## src/rtl/pea_output_drain_pkg.sv

```systemverilog
`default_nettype none
// ============================================================================
//  Module      : pea_output_drain_pkg
//  Description : Shared definitions for the PEA output drain: FSM state
//                encodings, beats per result/status pair and the tag nibble
//                that marks the optional leading tag beat.
//  Revision    : 1.0 - initial release
// ============================================================================
package pea_output_drain_pkg;

    localparam int         C_STATE_W        = 3;

    // FSM state encodings
    localparam logic [2:0] C_ST_IDLE        = 3'd0;
    localparam logic [2:0] C_ST_POP         = 3'd1;
    localparam logic [2:0] C_ST_CAPTURE     = 3'd2;
    localparam logic [2:0] C_ST_TAG         = 3'd3;
    localparam logic [2:0] C_ST_SEND        = 3'd4;

    // Data beats per result/status pair (tag beat not included)
    localparam int         C_BEATS_PER_PAIR = 4;

    // Upper nibble of the tag beat
    localparam logic [3:0] C_TAG_NIBBLE     = 4'hA;

endpackage : pea_output_drain_pkg
`default_nettype wire

```

## src/rtl/pea_output_drain_if.sv

```systemverilog
`default_nettype none
// ============================================================================
//  Module      : pea_output_drain_if
//  Description : Bundles the FIFO read side (populations, read data, read
//                strobes) and the 16-bit valid/ready output stream of the
//                PEA output drain.
//                master : drain side (drives strobes and stream)
//                slave  : FIFO + sink side
//  Ports       : result_pop/status_pop  FIFO populations
//                result_data/status_data FIFO read data (valid 1 cycle after strobe)
//                rd_en_result/rd_en_status FIFO read strobes
//                out_data/out_valid/out_ready output stream
//  Revision    : 1.0 - initial release
// ============================================================================
interface pea_output_drain_if #(
    parameter int POP_W = 5,
    parameter int WIDTH = 32,
    parameter int OUT_W = 16
);
    logic [POP_W-1:0] result_pop;
    logic [POP_W-1:0] status_pop;
    logic [WIDTH-1:0] result_data;
    logic [WIDTH-1:0] status_data;
    logic             rd_en_result;
    logic             rd_en_status;
    logic [OUT_W-1:0] out_data;
    logic             out_valid;
    logic             out_ready;

    modport master (
        input  result_pop, status_pop, result_data, status_data, out_ready,
        output rd_en_result, rd_en_status, out_data, out_valid
    );

    modport slave (
        output result_pop, status_pop, result_data, status_data, out_ready,
        input  rd_en_result, rd_en_status, out_data, out_valid
    );
endinterface : pea_output_drain_if
`default_nettype wire

```

## src/rtl/pea_drain_serializer.sv

```systemverilog
`default_nettype none
// ============================================================================
//  Module      : pea_drain_serializer
//  Description : Holds one {result,status} pair and presents it as four
//                OUT_W-bit beats, most significant half of result first.
//                The beat index only advances on an accepted beat, so data
//                stays put while the sink stalls.
//  Ports       : clk, rst     clock, asynchronous active-high reset
//                load_i       capture result_i/status_i, restart at beat 0
//                result_i     result word
//                status_i     status word
//                send_i       FSM is in the data-beat phase
//                ready_i      sink ready
//                data_o       current beat
//                valid_o      beat valid
//                last_o       final beat accepted this cycle
//  Revision    : 1.0 - initial release
// ============================================================================
module pea_drain_serializer
    import pea_output_drain_pkg::*;
#(
    parameter int WIDTH = 32,
    parameter int OUT_W = 16
) (
    input  logic             clk,
    input  logic             rst,
    input  logic             load_i,
    input  logic [WIDTH-1:0] result_i,
    input  logic [WIDTH-1:0] status_i,
    input  logic             send_i,
    input  logic             ready_i,
    output logic [OUT_W-1:0] data_o,
    output logic             valid_o,
    output logic             last_o
);

    logic [2*WIDTH-1:0] hold_q, hold_d;
    logic [1:0]         beat_q, beat_d;
    logic               accept;

    assign accept  = send_i && ready_i;
    assign valid_o = send_i;
    assign last_o  = accept && (beat_q == 2'(C_BEATS_PER_PAIR - 1));

    always_comb begin
        hold_d = hold_q;
        beat_d = beat_q;
        if (load_i) begin
            hold_d = {result_i, status_i};
            beat_d = 2'd0;
        end else if (accept) begin
            beat_d = beat_q + 2'd1;
        end
    end

    always_ff @(posedge clk or posedge rst) begin
        if (rst) begin
            hold_q <= '0;
            beat_q <= 2'd0;
        end else begin
            hold_q <= hold_d;
            beat_q <= beat_d;
        end
    end

    // Beat order: result hi, result lo, status hi, status lo
    always_comb begin
        data_o = hold_q[OUT_W-1:0];
        case (beat_q)
            2'd0:    data_o = hold_q[2*WIDTH-1 -: OUT_W];
            2'd1:    data_o = hold_q[WIDTH+OUT_W-1 -: OUT_W];
            2'd2:    data_o = hold_q[WIDTH-1 -: OUT_W];
            default: data_o = hold_q[OUT_W-1:0];
        endcase
    end

endmodule : pea_drain_serializer
`default_nettype wire

```

## src/rtl/pea_output_drain.sv

```systemverilog
`default_nettype none
// ============================================================================
//  Module      : pea_output_drain
//  Description : Consumer end of the PEA output path. Pops one word from the
//                result and status FIFOs together and serialises the pair
//                onto a 16-bit valid/ready stream, counting completed pairs
//                and flagging population mismatches.
//  Config      : PEA_DRAIN_TAG_EN - when defined, each pair is preceded by a
//                tag beat {4'hA, pair_count[11:0]} (5 beats per pair).
//  Ports       : clk, rst        clock, asynchronous active-high reset
//                drain_en_i      drain allowed (sampled in IDLE only)
//                bus (master)    FIFO read side + output stream
//                busy_o          FSM not in IDLE
//                pair_count_o    pairs fully transmitted since reset (wraps)
//                mismatch_err_o  sticky: populations differed while IDLE
//  Revision    : 1.0 - initial release
// ============================================================================
module pea_output_drain
    import pea_output_drain_pkg::*;
#(
    parameter int POP_W = 5,
    parameter int WIDTH = 32,
    parameter int OUT_W = 16,
    parameter int CNT_W = 16
) (
    input  logic                 clk,
    input  logic                 rst,
    input  logic                 drain_en_i,
    pea_output_drain_if.master   bus,
    output logic                 busy_o,
    output logic [CNT_W-1:0]     pair_count_o,
    output logic                 mismatch_err_o
);

    logic [C_STATE_W-1:0] state_q, state_d;
    logic [CNT_W-1:0]     pair_count_q, pair_count_d;
    logic                 mismatch_q, mismatch_d;

    logic                 both_avail;
    logic                 ser_valid;
    logic                 ser_last;
    logic [OUT_W-1:0]     ser_data;

    assign both_avail = (bus.result_pop != '0) && (bus.status_pop != '0);

    // ------------------------------------------------------------------
    // Next-state logic
    // ------------------------------------------------------------------
    always_comb begin
        state_d = state_q;
        case (state_q)
            C_ST_IDLE: begin
                if (drain_en_i && both_avail) begin
                    state_d = C_ST_POP;
                end
            end
            C_ST_POP: begin
                state_d = C_ST_CAPTURE;
            end
            C_ST_CAPTURE: begin
`ifdef PEA_DRAIN_TAG_EN
                state_d = C_ST_TAG;
`else
                state_d = C_ST_SEND;
`endif
            end
`ifdef PEA_DRAIN_TAG_EN
            C_ST_TAG: begin
                if (bus.out_ready) begin
                    state_d = C_ST_SEND;
                end
            end
`endif
            C_ST_SEND: begin
                if (ser_last) begin
                    state_d = C_ST_IDLE;
                end
            end
            default: begin
                state_d = C_ST_IDLE;
            end
        endcase
    end

    always_comb begin
        pair_count_d = pair_count_q;
        if (ser_last) begin
            pair_count_d = pair_count_q + 1'b1;
        end
    end

    // Mismatch is only judged in IDLE: while a pair is in flight the two
    // populations legitimately move apart for a cycle around the strobe.
    always_comb begin
        mismatch_d = mismatch_q;
        if ((state_q == C_ST_IDLE) && (bus.result_pop != bus.status_pop)) begin
            mismatch_d = 1'b1;
        end
    end

    always_ff @(posedge clk or posedge rst) begin
        if (rst) begin
            state_q      <= C_ST_IDLE;
            pair_count_q <= '0;
            mismatch_q   <= 1'b0;
        end else begin
            state_q      <= state_d;
            pair_count_q <= pair_count_d;
            mismatch_q   <= mismatch_d;
        end
    end

    // ------------------------------------------------------------------
    // Serializer: loads in CAPTURE, when FIFO read data is valid
    // ------------------------------------------------------------------
    pea_drain_serializer #(
        .WIDTH (WIDTH),
        .OUT_W (OUT_W)
    ) u_serializer (
        .clk      (clk),
        .rst      (rst),
        .load_i   (state_q == C_ST_CAPTURE),
        .result_i (bus.result_data),
        .status_i (bus.status_data),
        .send_i   (state_q == C_ST_SEND),
        .ready_i  (bus.out_ready),
        .data_o   (ser_data),
        .valid_o  (ser_valid),
        .last_o   (ser_last)
    );

    // ------------------------------------------------------------------
    // Outputs (decoded from registered state, so reset drops them at once)
    // ------------------------------------------------------------------
    assign bus.rd_en_result = (state_q == C_ST_POP);
    assign bus.rd_en_status = (state_q == C_ST_POP);
    assign busy_o           = (state_q != C_ST_IDLE);
    assign pair_count_o     = pair_count_q;
    assign mismatch_err_o   = mismatch_q;

    always_comb begin
        bus.out_data  = ser_data;
        bus.out_valid = ser_valid;
`ifdef PEA_DRAIN_TAG_EN
        if (state_q == C_ST_TAG) begin
            bus.out_data  = OUT_W'({C_TAG_NIBBLE, pair_count_q[11:0]});
            bus.out_valid = 1'b1;
        end
`endif
    end

endmodule : pea_output_drain
`default_nettype wire

```

## src/flat_wrapper.sv

```systemverilog
// flat-port wrapper written by rule: the top's interface ports become plain ports
module pea_output_drain_flat import pea_output_drain_pkg::*;
#(
    parameter int POP_W = 5,
    parameter int WIDTH = 32,
    parameter int OUT_W = 16,
    parameter int CNT_W = 16
)
  (clk, rst, drain_en_i, busy_o, pair_count_o, mismatch_err_o, bus_result_pop, bus_status_pop, bus_result_data, bus_status_data, bus_out_ready, bus_rd_en_result, bus_rd_en_status, bus_out_data, bus_out_valid);
  pea_output_drain_if #(.POP_W(POP_W), .WIDTH(WIDTH), .OUT_W(OUT_W)) bus_i ();
  input  logic clk;
  input  logic rst;
  input  logic drain_en_i;
  output logic busy_o;
  output logic [CNT_W-1:0] pair_count_o;
  output logic mismatch_err_o;
  input wire logic [$bits(bus_i.result_pop)-1:0] bus_result_pop;
  input wire logic [$bits(bus_i.status_pop)-1:0] bus_status_pop;
  input wire logic [$bits(bus_i.result_data)-1:0] bus_result_data;
  input wire logic [$bits(bus_i.status_data)-1:0] bus_status_data;
  input wire logic [$bits(bus_i.out_ready)-1:0] bus_out_ready;
  output wire logic [$bits(bus_i.rd_en_result)-1:0] bus_rd_en_result;
  output wire logic [$bits(bus_i.rd_en_status)-1:0] bus_rd_en_status;
  output wire logic [$bits(bus_i.out_data)-1:0] bus_out_data;
  output wire logic [$bits(bus_i.out_valid)-1:0] bus_out_valid;
  assign bus_i.result_pop = bus_result_pop;
  assign bus_i.status_pop = bus_status_pop;
  assign bus_i.result_data = bus_result_data;
  assign bus_i.status_data = bus_status_data;
  assign bus_i.out_ready = bus_out_ready;
  assign bus_rd_en_result = bus_i.rd_en_result;
  assign bus_rd_en_status = bus_i.rd_en_status;
  assign bus_out_data = bus_i.out_data;
  assign bus_out_valid = bus_i.out_valid;
  pea_output_drain #(.POP_W(POP_W), .WIDTH(WIDTH), .OUT_W(OUT_W), .CNT_W(CNT_W)) u_core (.clk(clk), .rst(rst), .drain_en_i(drain_en_i), .bus(bus_i), .busy_o(busy_o), .pair_count_o(pair_count_o), .mismatch_err_o(mismatch_err_o));
endmodule
```

## config.mk

```make
export PLATFORM = sky130hd
export DESIGN_NAME = pea_output_drain_flat
export DESIGN_NICKNAME = d
export VERILOG_FILES = /design/src/rtl/pea_output_drain_pkg.sv /design/src/rtl/pea_output_drain_if.sv /design/src/rtl/pea_drain_serializer.sv /design/src/rtl/pea_output_drain.sv /design/src/flat_wrapper.sv
export SDC_FILE = /design/constraint.sdc
export NUM_CORES = 1
export LEC_CHECK = 0
export ABC_AREA = 1
export CORE_MARGIN = 1.5
export CORE_UTILIZATION = 48
export DETAILED_ROUTE_END_ITERATION = 8
export GPL_TIMING_DRIVEN = 0
export HOLD_SLACK_MARGIN = 0.1
export PLACE_DENSITY = 0.8
export SYNTH_ARGS = -nofsm -noshare
export SYNTH_HDL_FRONTEND = slang
export SYNTH_SLANG_ARGS = --single-unit
export TNS_END_PERCENT = 50
```

## constraint.sdc

```tcl
create_clock -name clk -period 3.5 [get_ports clk]
set_clock_uncertainty 0.05 [all_clocks]
set_input_delay 0.35 -clock clk [delete_from_list [all_inputs] [get_ports clk]]
set_output_delay 0.35 -clock clk [all_outputs]
set_load 0.03 [all_outputs]
```

==> results.yml <==
clocking:
  cts_max_path_buffers: 2
  numCtsBuffers: 9
  cts_tree: "yes"
  cts_setup_buffers: 0
  clock-sinks: 86
  cts.hold.buffers_added: 0
  ctsResizeCount: 0
  clk_pin_slew_ps: 90
  root_buffer: "clkbuf_8"
  insertion_delay_ps: 350
  h-tree-depth: 3
power:
  seqPwrFrac_pct: 36.7
  power_density_mw_per_mm2: 812.3
  ir_worst_vdd_v: 0.0006993
  internal_power_mw: 2.614
  leakage_nw: 2.753
  clkPwrFrac_pct: 15.1
  p_comb_share_pct: 48.2
  power_mw: 4.532
  p_switching_mw: 1.918
  p_sw_share_pct: 42.33
drt:
  wire_per_inst_um: 13.95
  drc_errors: 0
  ant_nets: 0
  drt-initial-drc-count: 214
  wl_mm: 10.50
  route.vias.total: 3765
  dr.pass1.iters: 4
  vias_per_cell: 5.000
synth:
  synth_fp_nets: 602
  ys_seq_area_share_pct: 52.65
  ys_seq_elements: 86
  ys.warnings.count: 0
  ys_types: 28
  synth_cells: 518
  yosysTopAreaCell: "dfrtp_1"
  synthesis.area_sq_mm: 0.004088
  synthTopCellsByArea: "dfrtp_1 53%, nand2_1 25%, nor2_1 2.9%"
  synth_top_area_share_pct: 52.65
  syn_avg_cell_area_sq_um: 7.891
critical_path:
  slowest_stage: "clkdlybuf4s50_1"
  critical_path_required_ps: 3100
  cp_max_fo: 10
  cp-start-kind: "flip-flop"
  worst_ep_arrival_time_ps: 2770
  crit_chain: "inv_1, ha_1, clkbuf_1, buf_2, nand2_1, a31oi_1, clkdlybuf4s50_1"
  cp_top_family: "buffers and inverters"
  cpPeakStageDelay_ps: 730
  worstRegToRegCells: 8
  cp_num_cells: 7
  endpoint_kind: "output port"
  worstSetupPathType: "reg -> out"
  crit_buf_inv: 4
floorplan:
  die_w_um: 95.28
  start_util_pct: 49.75
  core-area_sq_mm: 0.008217
  dieHeight_um: 95.28
  pin_count: 115
  rows: 33
  die_area_sq_mm: 0.009078
grt:
  grt_pass1_vias: 3668
  grt_max_degree: 57
  antenna_found_initial: 0
  grt_pass1_wl_mm: 17.39
  grt_usage_pct: 25.07
  grt-ovfl-total: 0
job:
  max-cap-violations: 0
sta:
  final-hold-violation-count: 0
  fin_crit_sh_pct: 90.54
  worst_slew_pin_slew_ps: 476.4
  rsz0062_at_grt: "no"
  fmax_mhz: 315.6
  slew_violations: 0
  setup_violations: 0
  relSlewSlack_pct: 68.24
  min_period_ps: 3169
cells_and_area:
  n_antenna_cell: 0
  syn_to_final_growth_pct: 36.49
  layout.cells.non_filler: 753
  drive_gt1_share_pct: 6.944
  post-route-util_pct: 67.90
  fillers: 683
  final_nets: 728
  fin_area_sq_mm: 0.005579
worst_hold_path:
  hp-class: "in -> async"
placed_design:
  hpwl_mm: 7.931
  portBuffers: 114
  dpl_cell_area_sq_mm: 0.005390
  place_inst: 738
  gp_congestion: 0.8874
run_status:
  outcome: "finished clean"
==> cell type report <==
class / count / area [sq um] / area share (%)
buffer: 24 / 131.4 / 2.355
clock buffer: 11 / 141.4 / 2.534
clock inverter: 4 / 47.55 / 0.8522
inverter: 20 / 77.57 / 1.390
multi-input combinational: 388 / 1729 / 30.99
sequential: 86 / 2152 / 38.57
tap: 105 / 131.4 / 2.355
timing repair buffer: 115 / 1169 / 20.95
==> stage by stage <==
| stage | worst slack (ps) | setup TNS [ps] | hold slack [ps] |
|---|---|---|---|
| CTS | 386.1 | 0 | 310.2 |
| finish | 331.1 | 0 | 289.5 |
| global route | 268.0 | 0 | 350.8 |
| detailed placement | 783.7 | 0 | 403.5 |
| global placement | -413.6 | -35140 | 405.6 |
| floorplan | 878.2 | 0 | 398.7 |
==> cell families after synthesis <==
group	share of synthesized area, %
simple gates	32.81
fa+ha+maj	1.836
flops	52.65
buf+inv	5.051
xor+xnor	2.571
compound gates	5.081
==> synthesized netlist by cell type (all sizes together) <==
cell	number
xnor2	3
nor2	37
nand3	14
nor3	5
dfrtp	86
clkbuf	6
nand3b	2
clkinv	1
a31oi	16
buf	18
nand2	270
o21ai	3
xor2	9
a21oi	17
nand4	5
inv	19
ha	6
a211oi	1
==> worst paths after layout <==
| path | startpoint | end | slack (ps) |
|---|---|---|---|
| worst max-delay path | u_core.u_serializer.beat_q[0] | bus_out_data[13] | 330 |
| worst min-delay path | rst | u_core.pair_count_o[9] | 290 |
| worst max register to register | u_core.pair_count_o[0] | u_core.pair_count_o[10] | 1990 |
| worst min register to register | u_core.mismatch_err_o | u_core.mismatch_err_o | 420 |
| max in group asynchronous | rst | u_core.u_serializer.hold_q[58] | 2500 |
| min in group clk | u_core.mismatch_err_o | u_core.mismatch_err_o | 420 |
==> power groups by stage <==
stage | registers, mW | logic [mW] | clock network, mW
2_1_floorplan | 1.61 | 1.38 | 0
3_3_place_gp | 1.65 | 2.13 | 0
3_5_place_dp | 1.66 | 2.18 | 0
4_1_cts | 1.65 | 2.19 | 0.697
5_1_grt | 1.70 | 2.40 | 0.753
6_report | 1.66 | 2.18 | 0.686
==> cell usage in the layout, fill, tap and decap left out, types with 6 or more instances in the layout <==
cell / netlist / routed
nor2_1: 32 / 32
xor2_1: 9 / 9
nand2_1: 268 / 268
ha_1: 6 / 6
a21oi_1: 17 / 17
clkdlybuf4s50_1: 0 / 114
inv_1: 17 / 16
buf_2: 12 / 12
a31oi_1: 16 / 16
dfrtp_1: 86 / 86
nand3_1: 13 / 13
clkbuf_1: 6 / 7
clkbuf_8: 0 / 10
==> state kept, by name, summed over array words and instances (netlist names) <==
register	count
u_core.pair_count_o	16
u_core.state_q	3
u_core.u_serializer.hold_q	64
u_core.mismatch_err_o	1
u_core.u_serializer.beat_q	2
==> layer usage <==
metal	part of all wire, %	GRT usage, %	vias to the layer above
li1	-	-	1862
met1	44	33.90	1756
met2	50	41.84	134
met3	4.7	3.270	13
met4	1.3	7.836	0
met5	0	0	-
No activity file was read; power rests on OpenSTA's default activity.
